File: src/rtl/delay_arb.sv
// delay_arb: several requesters share one D-stage, W-bit delay pipeline.
//
// A round-robin arbiter picks at most one requester per cycle. The chosen
// word is tagged with its requester index and enters stage 0. Every word
// leaves stage D-1 exactly D unstalled cycles after its grant.
//
// Output backpressure freezes the whole pipeline, the grant and the
// round-robin pointer. Backpressure only applies while the output stage
// holds a valid word, so an empty output never stalls.
//
// Ports:
//   i_clk        clock, rising edge
//   i_reset      synchronous active-high reset
//   i_req        per-requester request
//   i_data       requester data, requester k at [k*W +: W]
//   o_gnt        one-hot combinational grant
//   i_out_ready  consumer ready for the output word
//   o_out_valid  output stage holds a valid word
//   o_out        output data, 0 when not valid
//   o_out_id     requester index of output word, 0 when not valid
//   o_busy       any pipeline stage valid (state only)
//   o_idle       pipeline empty and no request pending
module delay_arb #(
    parameter int D  = 3,
    parameter int W  = 4,
    parameter int N  = 3,
    parameter int IW = 2
) (
    input  logic            i_clk,
    input  logic            i_reset,
    input  logic [N-1:0]    i_req,
    input  logic [N*W-1:0]  i_data,
    output logic [N-1:0]    o_gnt,
    input  logic            i_out_ready,
    output logic            o_out_valid,
    output logic [W-1:0]    o_out,
    output logic [IW-1:0]   o_out_id,
    output logic            o_busy,
    output logic            o_idle
);

    logic [D-1:0]  valid_q;
    logic [W-1:0]  data_q [D];
    logic [IW-1:0] tag_q  [D];
    logic [IW-1:0] ptr_q, ptr_d;

    logic          stall;
    logic          found;
    logic [IW-1:0] win_idx;
    logic [IW-1:0] cand;
    logic          load_valid_d;
    logic [W-1:0]  load_data_d;
    logic [IW-1:0] load_tag_d;

    // Only a valid output word can be held up by the consumer.
    assign stall = valid_q[D-1] & ~i_out_ready;

    // Round-robin search starting one past the last granted requester.
    always_comb begin
        found   = 1'b0;
        win_idx = '0;
        cand    = '0;
        for (int i = 1; i <= N; i++) begin
            cand = IW'((int'(ptr_q) + i) % N);
            if (!found && i_req[cand]) begin
                found   = 1'b1;
                win_idx = cand;
            end
        end
    end

    always_comb begin
        o_gnt        = '0;
        ptr_d        = ptr_q;
        load_valid_d = 1'b0;
        load_data_d  = '0;
        load_tag_d   = '0;
        if (!stall && found) begin
            o_gnt[win_idx] = 1'b1;
            ptr_d          = win_idx;
            load_valid_d   = 1'b1;
            load_data_d    = i_data[win_idx*W +: W];
            load_tag_d     = win_idx;
        end
    end

    // Bubbles travel like words so latency stays fixed at D.
    always_ff @(posedge i_clk) begin
        if (i_reset) begin
            valid_q <= '0;
            ptr_q   <= IW'(N-1);
            for (int j = 0; j < D; j++) begin
                data_q[j] <= '0;
                tag_q[j]  <= '0;
            end
        end else if (!stall) begin
            ptr_q      <= ptr_d;
            valid_q[0] <= load_valid_d;
            data_q[0]  <= load_data_d;
            tag_q[0]   <= load_tag_d;
            for (int j = 1; j < D; j++) begin
                valid_q[j] <= valid_q[j-1];
                data_q[j]  <= data_q[j-1];
                tag_q[j]   <= tag_q[j-1];
            end
        end
    end

    assign o_out_valid = valid_q[D-1];
    assign o_out       = valid_q[D-1] ? data_q[D-1] : '0;
    assign o_out_id    = valid_q[D-1] ? tag_q[D-1]  : '0;
    assign o_busy      = |valid_q;
    assign o_idle      = ~o_busy & ~|i_req;

endmodule

File: config.mk
export PLATFORM = sky130hd
export DESIGN_NAME = delay_arb
export DESIGN_NICKNAME = d
export VERILOG_FILES = /design/src/rtl/delay_arb.sv
export SDC_FILE = /design/constraint.sdc
export NUM_CORES = 1
export LEC_CHECK = 0
export BUFFER_PORTS_ARGS = -buffer_cell sky130_fd_sc_hd__clkbuf_2
export CAP_MARGIN = 20
export CORE_MARGIN = 1
export CORE_UTILIZATION = 40
export CTS_CLUSTER_SIZE = 28
export DETAILED_ROUTE_END_ITERATION = 6
export SYNTH_ARGS = -nofsm -noshare
export SYNTH_HDL_FRONTEND = slang
export SYNTH_SLANG_ARGS = --single-unit
File: constraint.sdc
create_clock -name i_clk -period 4.5 [get_ports i_clk]
set_input_delay 0.225 -clock i_clk [delete_from_list [all_inputs] [get_ports i_clk]]
set_output_delay 0.225 -clock i_clk [all_outputs]
set_load 0.01 [all_outputs]
==> results of run 1 <==
## state kept, by name (all words and copies together) (netlist names)
signal,flops
data_q,12
tag_q,6
valid_q,3
ptr_q,2
## per-layer routing
| layer | vias up | share of wire | track usage |
|---|---|---|---|
| met5 | - | 0 | 0 |
| met1 | 477 | 0.49 | 0.195 |
| met4 | 0 | 0.0053 | 0.0292 |
| li1 | 521 | - | - |
| met2 | 22 | 0.45 | 0.240 |
| met3 | 2 | 0.048 | 0.0490 |
## per-stage QoR
stage / instance area (µm²) / util / worst slack (ps) / total power, mW
2_1_floorplan: 1370 / - / 2470 / 0.698
3_5_place_dp: 1540 / 0.487 / 2170 / 0.792
6_report: 1560 / 0.496 / 1820 / 0.880
4_1_cts: 1560 / 0.496 / 1800 / 0.887
5_1_grt: 1560 / 0.496 / 1630 / 0.947
3_3_place_gp: 1540 / 0.487 / 2190 / 0.785
## cell usage after synthesis, types with 2 or more instances
cell type	count
ha_1	4
nor2_1	16
nand2_1	9
and3b_1	2
inv_1	5
nand2b_1	5
nor2b_1	6
dfxtp_1	5
a211oi_2	4
o21ai_0	5
mux2i_1	2
and2_1	18
and3_1	2
buf_2	2
mux2_2	2
a41o_1	2
edfxtp_1	18
o21a_1	4
clkbuf_1	2
a21oi_1	2
## worst paths after layout
check / startpoint / to / slack, ps
setup reg to reg: ptr_q[0]$_SDFFE_PP0P_ / data_q[0][1]$_SDFFCE_PN0P_ / 2250
hold reg to reg: valid_q[0]$_SDFFE_PP0N_ / valid_q[0]$_SDFFE_PP0N_ / 500
setup / recovery: ptr_q[0]$_SDFFE_PP0P_ / o_gnt[1] / 1820
hold / removal: i_reset / ptr_q[0]$_SDFFE_PP0P_ / 150
## area by class of cell
type	count	area share
multi-input cells	98	0.433
clock buffers	4	0.0168
well taps	44	0.0352
repair buffers	29	0.0929
inverters	5	0.0120
flip-flops and latches	23	0.410
## power by group
| part | internal [mW] | switching [mW] | total [mW] |
|---|---|---|---|
| Combinational | 0.203 | 0.273 | 0.477 |
| Sequential | 0.293 | 0.0191 | 0.312 |
| Clock | 0.0345 | 0.0573 | 0.0918 |
## critical path: cells and delay by family, from the launching register on
kind / cells / cell delay (ps)
buffers and inverters: 2 / 240
flip-flops: 1 / 390
AND/OR/NAND/NOR: 3 / 630
adder cells (fa/ha/maj): 1 / 490
AO/OA/AOI/OAI: 1 / 410
## kinds of logic (layout without fill, tap and decap cells)
family          Yosys count  in the layout  synth area share
fa+ha+maj                 4              4            0.0367
mux                       5              5            0.0477
simple gates             63             63             0.247
buf+inv                  10             38            0.0348
compound gates           26             26             0.165
flops                    23             23             0.469
==> qor.yml, run 1 <==
sta:
  setup_viol: 0
  whs_ps: 151
  worst_slew_pin_slew_ps: 850
  clock.fmax_ghz: 0.373
  finalCritPeriodShare: 0.596
  min_period_ps: 2680
  final-max-slew-violation-count: 0
  rsz0062_at_grt: "false"
  hold_viol: 0
  setup_tns_ps: 0
  fin_skew_ps: 8.10
  max_slew_margin: 0.433
floorplan:
  die_y_um: 60.4
  core_area_um2: 3150
  dieArea_um2: 3650
  die_x_um: 60.4
  io-pin-count: 30
  start_util: 0.433
  row_count: 20
clock_tree:
  cts_made_buffers: 3
  clock_latency_ps: 300
  clock_sinks: 23
  post_cts_buffers: 0
  cts_buffer_depth: 2
  cts_resized: 0
  clkTransAtPathRegs_ps: 120
  postCtsHoldBufs: 0
  cts_tree: "built"
  cts-root-buf: "clkbuf_4"
  ctsHtreeMaxLevel: 1
worst_hold_path:
  whs_path_depth: 2
  hold_path_class: "input port to flop"
detailed_routing:
  wl_per_cell_um: 12.0
  via_count: 1022
  via_per_inst: 5.03
  route.antenna.remaining_nets: 0
  wirelength_mm: 2.44
  first_iter_violations: 22
  drcViolationCount: 0
  first_pass_iters: 4
final_layout:
  drive_above_1_share: 0.264
  layout.cells.non_filler: 203
  diodes: 0
  synthToLayoutAreaGrowth_pct: 14.5
  nFillCells: 325
  multi_input_area_um2: 677
  mostFrequentLayoutCell: "clkbuf_2"
  final_cell_mix: "29 x clkbuf_2, 18 x and2_1, 18 x edfxtp_1, 16 x nor2_1, 9 x nand2_1"
  seq_area_um2: 641
  nets: 182
grt:
  grt_use_total: 0.148
  grt_max_degree: 20
  overflow: 0
  grt_pass1_wl_mm: 4.00
  grt_antenna_before_repair: 0
  grt_pass1_vias: 915
setup_path:
  critPathRequiredTime_ps: 4280
  max_stage_delay_ps: 490
  slowest_stage: "ha_1"
  crit_type: "flop to primary output"
  worstPathCellList: "inv_1, ha_1, and3b_1, a311o_1, nand2b_1, nor2_1, clkbuf_2"
  critPathLaunchType: "flop"
  arrival_ps: 2450
  endpoint_kind: "primary output"
  crit_fanout: 11
  rr_worst_depth: 7
placed_design:
  gp_congestion: 0.907
  io_buffers: 29
  dp_hpwl_mm: 1.85
  placedCellCount: 199
power:
  power.leakage_nw: 0.698
  p_per_area_nw_per_um2: 563
  ir_drop_v: 0.000303
synth:
  ys_seq_elements: 23
  synth_warnings: 0
  ys_seq_area_frac: 0.469
  synth-edff-count: 18
  synth_top_area_cell: "edfxtp_1"
  syn_area_um2: 1370
  ys_top_cells_by_area: "edfxtp_1 40%, and2_1 8.2%, dfxtp_1 7.3%, nor2_1 4.4%, a211oi_2 3.7%"
  syn_avg_cell_area_um2: 10.4
  async_flop_share: 0
  syn-num-nets: 153
  ys.flop_type: "edfxtp_1"
  synth_cells: 131
  yosysTopAreaCellShare: 0.396
  synth.distinct_cells: 36
run_status:
  status: "finished clean"
flow_run:
  drv_cap: 0
(Power assumes the default switching activity.)
==> run 2: changes to the inputs <==
- clock period: 4.5 -> 2.7 ns (I/O delays scaled with it)
==> qor.yml, run 2 (synthesized netlist as in run 1, its figures left out) <==
clock_tree:
  postCtsHoldBufs: 0  # unchanged
  post_cts_buffers: 0  # unchanged
  cts_buffer_depth: 2  # unchanged
  ctsHtreeMaxLevel: 1  # unchanged
  cts_tree: "built"
  clock_latency_ps: 320  # +20 ps
  clkTransAtPathRegs_ps: 140  # +20 ps
  cts-root-buf: "clkbuf_4"
  cts_made_buffers: 3  # unchanged
  clock_sinks: 23  # unchanged
grt:
  grt_pass1_wl_mm: 3.90  # -2.4%
  overflow: 0  # unchanged
  grt_max_degree: 20  # unchanged
  grt_pass1_vias: 882  # -3.6%
  grt_antenna_before_repair: 0  # unchanged
  grt_use_total: 0.148  # -0.000200
placed_design:
  place_ws_ps: 414  # -1760 ps
  io_buffers: 29  # unchanged
  dp_hpwl_mm: 1.93  # +4.6%
  placedCellCount: 199  # unchanged
  gp_congestion: 0.858  # -5.4%
detailed_routing:
  first_iter_violations: 28  # +27%
  wl_met1_mm: 1.22  # +0.99%
  route.antenna.remaining_nets: 0  # unchanged
  wl_met3_um: 144  # +22%
  dr.max_layer_used: "met4"
  met2_wirelength_mm: 1.11  # +0.73%
  via_count: 1025  # +0.29%
  wirelength_mm: 2.49  # +1.9%
  wl_per_cell_um: 12.3  # +1.9%
  via_per_inst: 5.05  # +0.29%
  drcViolationCount: 0  # unchanged
  first_pass_iters: 4  # unchanged
final_layout:
  layout.cells.non_filler: 203  # unchanged
  nFillCells: 303  # -6.8%
  largest_register_ffs: 12  # unchanged
  diodes: 0  # unchanged
  nets: 182  # unchanged
  final_core_util: 0.496  # +0.000794
  final_cell_mix: "29 x clkbuf_2, 18 x and2_1, 18 x edfxtp_1, 16 x nor2_1, 9 x nand2_1"
  mostFrequentLayoutCell: "clkbuf_2"
  largest_register: "data_q"
  drive_above_1_share: 0.277  # +0.0126
  synthToLayoutAreaGrowth_pct: 14.7
  top_regs: "data_q x12, tag_q x6, valid_q x3"
floorplan:
  die_x_um: 60.4  # unchanged
  die_y_um: 60.4  # unchanged
  row_count: 20  # unchanged
  core_area_um2: 3150  # unchanged
  dieArea_um2: 3650  # unchanged
  start_util: 0.433  # unchanged
  io-pin-count: 30  # unchanged
power:
  switchingPower_mw: 0.594  # +70%
  power_frac_seq: 0.351  # -0.003
  power.leakage_nw: 0.702  # +0.46%
  internal_power_mw: 0.884  # +67%
  ir_drop_v: 0.000422  # +39%
  pwr-share-comb: 0.536  # -0.005
  p_clk_frac: 0.113  # +0.009
  swShare: 0.402  # +0.00457
  p_per_area_nw_per_um2: 944  # +68%
setup_path:
  critPathRequiredTime_ps: 2570  # -1710 ps
  endpoint_kind: "primary output"
  critPathLaunchType: "flop"
  arrival_ps: 2330  # -120 ps
  crit_type: "flop to primary output"
  crit_fanout: 6  # -5
sta:
  setup_slack_ps: 230  # -1590 ps
  rsz0062_at_grt: "false"
  setup_viol: 0  # unchanged
  finalCritPeriodShare: 0.915
  clock.fmax_ghz: 0.405
  min_period_ps: 2470
  setup_tns_ps: 0  # unchanged
  worst_slew_pin_slew_ps: 843  # -6.90 ps
  hold_viol: 0  # unchanged
  fin_skew_ps: 15.2  # +7.15 ps
  final-max-slew-violation-count: 0  # unchanged
  max_slew_margin: 0.438  # +0.00460
worst_hold_path:
  hold_path_class: "input port to flop"
flow_run:
  drv_cap: 0  # unchanged
run_status:
  status: "finished clean"
-- run 2: cell count changes in the layout (fill, tap and decap cells not counted), sizes merged --
cell | previous run | this run
clkbuf | 33 | 32
clkinv | 0 | 1
-- run 2: metal layers --
metal,up-vias,GRT usage
met3,2,0.0256
met5,-,0
met1,470,0.203
li1,521,-
met4,0,0.0584
met2,32,0.234
-- run 2: cell type report --
cell class / count / area [µm²] / share of cell area
Tap cell: 44 / 55.1 / 0.0352
Multi-Input combinational cell: 98 / 678 / 0.433
Sequential cell: 23 / 641 / 0.409
Clock inverter: 1 / 5.00 / 0.00320
Clock buffer: 3 / 22.5 / 0.0144
Timing Repair Buffer: 29 / 145 / 0.0927
Inverter: 5 / 18.8 / 0.0120
-- run 2: timing repair --
action / 4_1_cts / 5_1_grt
hold endpoints to repair: 0 / 0
resized for setup: 0 / 1
endpoints found under the setup margin: 0 / 2
-- run 2: through the flow --
stage               power (mW)  cell area, µm²  hold WS [ps]
floorplan                 1.16            1370           207
global placement          1.31            1540           405
detailed placement        1.32            1540           406
CTS                       1.49            1560          52.2
global route              1.59            1570          61.2
finish                    1.48            1570          49.2
-- run 2: power groups by stage --
stage / Combinational, mW / Sequential [mW] / Clock, mW
3_3_place_gp: 0.786 / 0.527 / 0
4_1_cts: 0.797 / 0.521 / 0.170
6_report: 0.792 / 0.519 / 0.166
5_1_grt: 0.877 / 0.529 / 0.180
3_5_place_dp: 0.793 / 0.530 / 0
2_1_floorplan: 0.643 / 0.520 / 0
-- run 2: critical path, cell delays in order (launching register included) --
cell and delay [ps]:
dfxtp_1 350, inv_1 110, ha_1 280, mux2_2 400, mux2i_4 240, a41o_1 310, nand2b_1 160, nor2_1 50
clkbuf_2 120
-- run 2: path summary, 6_finish.rpt --
kind	startpoint	to	slack (ps)	cells after the start
max	ptr_q[0]$_SDFFE_PP0P_	o_gnt[0]	230	8
min	i_reset	valid_q[1]$_SDFFE_PP0N_	50	2
max reg2reg	ptr_q[0]$_SDFFE_PP0P_	data_q[0][0]$_SDFFCE_PN0P_	400	7
min reg2reg	valid_q[0]$_SDFFE_PP0N_	valid_q[0]$_SDFFE_PP0N_	510	2
==> run 3: changes to the inputs <==
- clock period: 2.7 -> 2.25 ns (I/O delays scaled with it)
==> qor.yml, run 3 (synthesized netlist as in run 1, its figures left out) <==
run_status:
  status: "finished clean"
placed_design:
  io_buffers: 29  # unchanged
  place_area_um2: 1580  # +2.9%
  placedCellCount: 205  # +3.0%
  dp_hpwl_mm: 1.93  # about the same
  place_ws_ps: 55.2  # -358 ps
  gp_congestion: 0.772  # -10%
grt:
  grt_pass1_vias: 1066  # +21%
  grt_use_total: 0.170  # +0.0216
  overflow: 0  # unchanged
  grt_pass1_wl_mm: 4.57  # +17%
  grt_max_degree: 20  # unchanged
  grt_antenna_before_repair: 0  # unchanged
final_layout:
  diodes: 0  # unchanged
  nets: 198  # +8.8%
  largest_register: "data_q"
  synthToLayoutAreaGrowth_pct: 30.1
  finalInstanceArea_um2: 1780  # +13%
  mostFrequentLayoutCell: "clkbuf_2"
  nFillCells: 290  # -4.3%
  drive_above_1_share: 0.400  # +0.123
  layout.cells.non_filler: 219  # +7.9%
  largest_register_ffs: 12  # unchanged
  final_core_util: 0.563  # +0.0667
  top_regs: "data_q x12, tag_q x6, valid_q x3"
  final_cell_mix: "27 x clkbuf_2, 18 x and2_1, 18 x edfxtp_1, 14 x nor2_1, 11 x buf_4"
clock_tree:
  cts_made_buffers: 3  # unchanged
  ctsHtreeMaxLevel: 1  # unchanged
  clkTransAtPathRegs_ps: 110  # -30 ps
  clock_latency_ps: 300  # -20 ps
  cts_tree: "built"
  clock_sinks: 23  # unchanged
  cts_buffer_depth: 2  # unchanged
  cts-root-buf: "clkbuf_4"
sta:
  setup_slack_ps: 26.1  # -204 ps
  worst_slew_pin_slew_ps: 614  # -229 ps
  setup_viol: 0  # unchanged
  hold_viol: 0  # unchanged
  fin_skew_ps: 2.04  # -13.2 ps
  whs_ps: 64.8  # +15.6 ps
  final-max-slew-violation-count: 0  # unchanged
  max_slew_margin: 0.589  # +0.151
  clock.fmax_ghz: 0.450
  rsz0062_at_grt: "true"
  finalCritPeriodShare: 0.988
  min_period_ps: 2220
detailed_routing:
  wirelength_mm: 2.88  # +16%
  via_per_inst: 5.01  # -0.70%
  route.antenna.remaining_nets: 0  # unchanged
  first_pass_iters: 4  # unchanged
  drcViolationCount: 0  # unchanged
  first_iter_violations: 27  # -3.6%
  via_count: 1098  # +7.1%
  wl_per_cell_um: 13.2  # +7.3%
floorplan:
  die_y_um: 60.4  # unchanged
  dieArea_um2: 3650  # unchanged
  io-pin-count: 30  # unchanged
  row_count: 20  # unchanged
  core_area_um2: 3150  # unchanged
  die_x_um: 60.4  # unchanged
  start_util: 0.433  # unchanged
power:
  power.leakage_nw: 0.793  # +13%
  p_per_area_nw_per_um2: 1240  # +31%
  ir_drop_v: 0.000844  # +100%
setup_path:
  endpoint_kind: "primary output"
  crit_fanout: 6  # unchanged
  critPathLaunchType: "flop"
  crit_type: "flop to primary output"
  critPathRequiredTime_ps: 2140  # -430 ps
  arrival_ps: 2110  # -220 ps
flow_run:
  drv_cap: 0  # unchanged
worst_hold_path:
  hold_path_class: "input port to flop"
## run 3: area by class of cell
| cell class | count | area [µm²] | share of cell area |
|---|---|---|---|
| Multi-Input combinational cell | 98 | 748 | 0.421 |
| Sequential cell | 23 | 648 | 0.365 |
| Timing Repair Buffer | 45 | 277 | 0.156 |
| Tap cell | 44 | 55.1 | 0.0310 |
| Clock buffer | 4 | 26.3 | 0.0148 |
| Inverter | 5 | 21.3 | 0.0120 |
## run 3: per-stage QoR
stage / setup TNS (ps) / power [mW]
final: 0 / 2.20
after global placement: 0 / 1.66
after floorplan: 0 / 1.40
after global routing: -180 / 2.36
after CTS: 0 / 1.94
after detailed placement: 0 / 1.66
## run 3: what timing repair did
action	4_1_cts	5_1_grt
pin swaps	4	4
hold buffers	0	0
resized for setup	8	22
buffers inserted	4	6
setup endpoints to repair	3	7
## run 3: final timing paths
kind                                               from                    endpoint  slack (ps)  depth (start not counted)
worst min register to register  valid_q[0]$_SDFFE_PP0N_     valid_q[0]$_SDFFE_PP0N_         510                          2
worst max register to register    ptr_q[0]$_SDFFE_PP0P_  data_q[0][1]$_SDFFCE_PN0P_          70                          9
worst min-delay path                            i_reset     valid_q[2]$_SDFFE_PP0N_          60                          2
worst max-delay path              ptr_q[0]$_SDFFE_PP0P_                    o_gnt[0]          30                          9
## run 3: per-layer routing
layer | global-route usage | up-vias | share of wire
met5 | 0 | - | 0
met2 | 0.284 | 34 | 0.51
met1 | 0.218 | 508 | 0.44
met4 | 0.0487 | 0 | 0.0035
li1 | - | 554 | -
met3 | 0.0426 | 2 | 0.040
## run 3: report_power, final
| part | internal [mW] | switching (mW) | total (mW) |
|---|---|---|---|
| sequential | 0.594 | 0.0475 | 0.641 |
| combinational | 0.695 | 0.685 | 1.38 |
| clock | 0.0690 | 0.110 | 0.180 |
| total | 1.36 | 0.843 | 2.20 |
## run 3: worst max-delay path: stages (launching register included)
cell and delay, ps:
dfxtp_4 390, inv_4 50, ha_4 240, buf_6 130
and3b_1 210, buf_6 140, a41o_1 210, a31o_4 210
nor2_2 100, buf_2 130
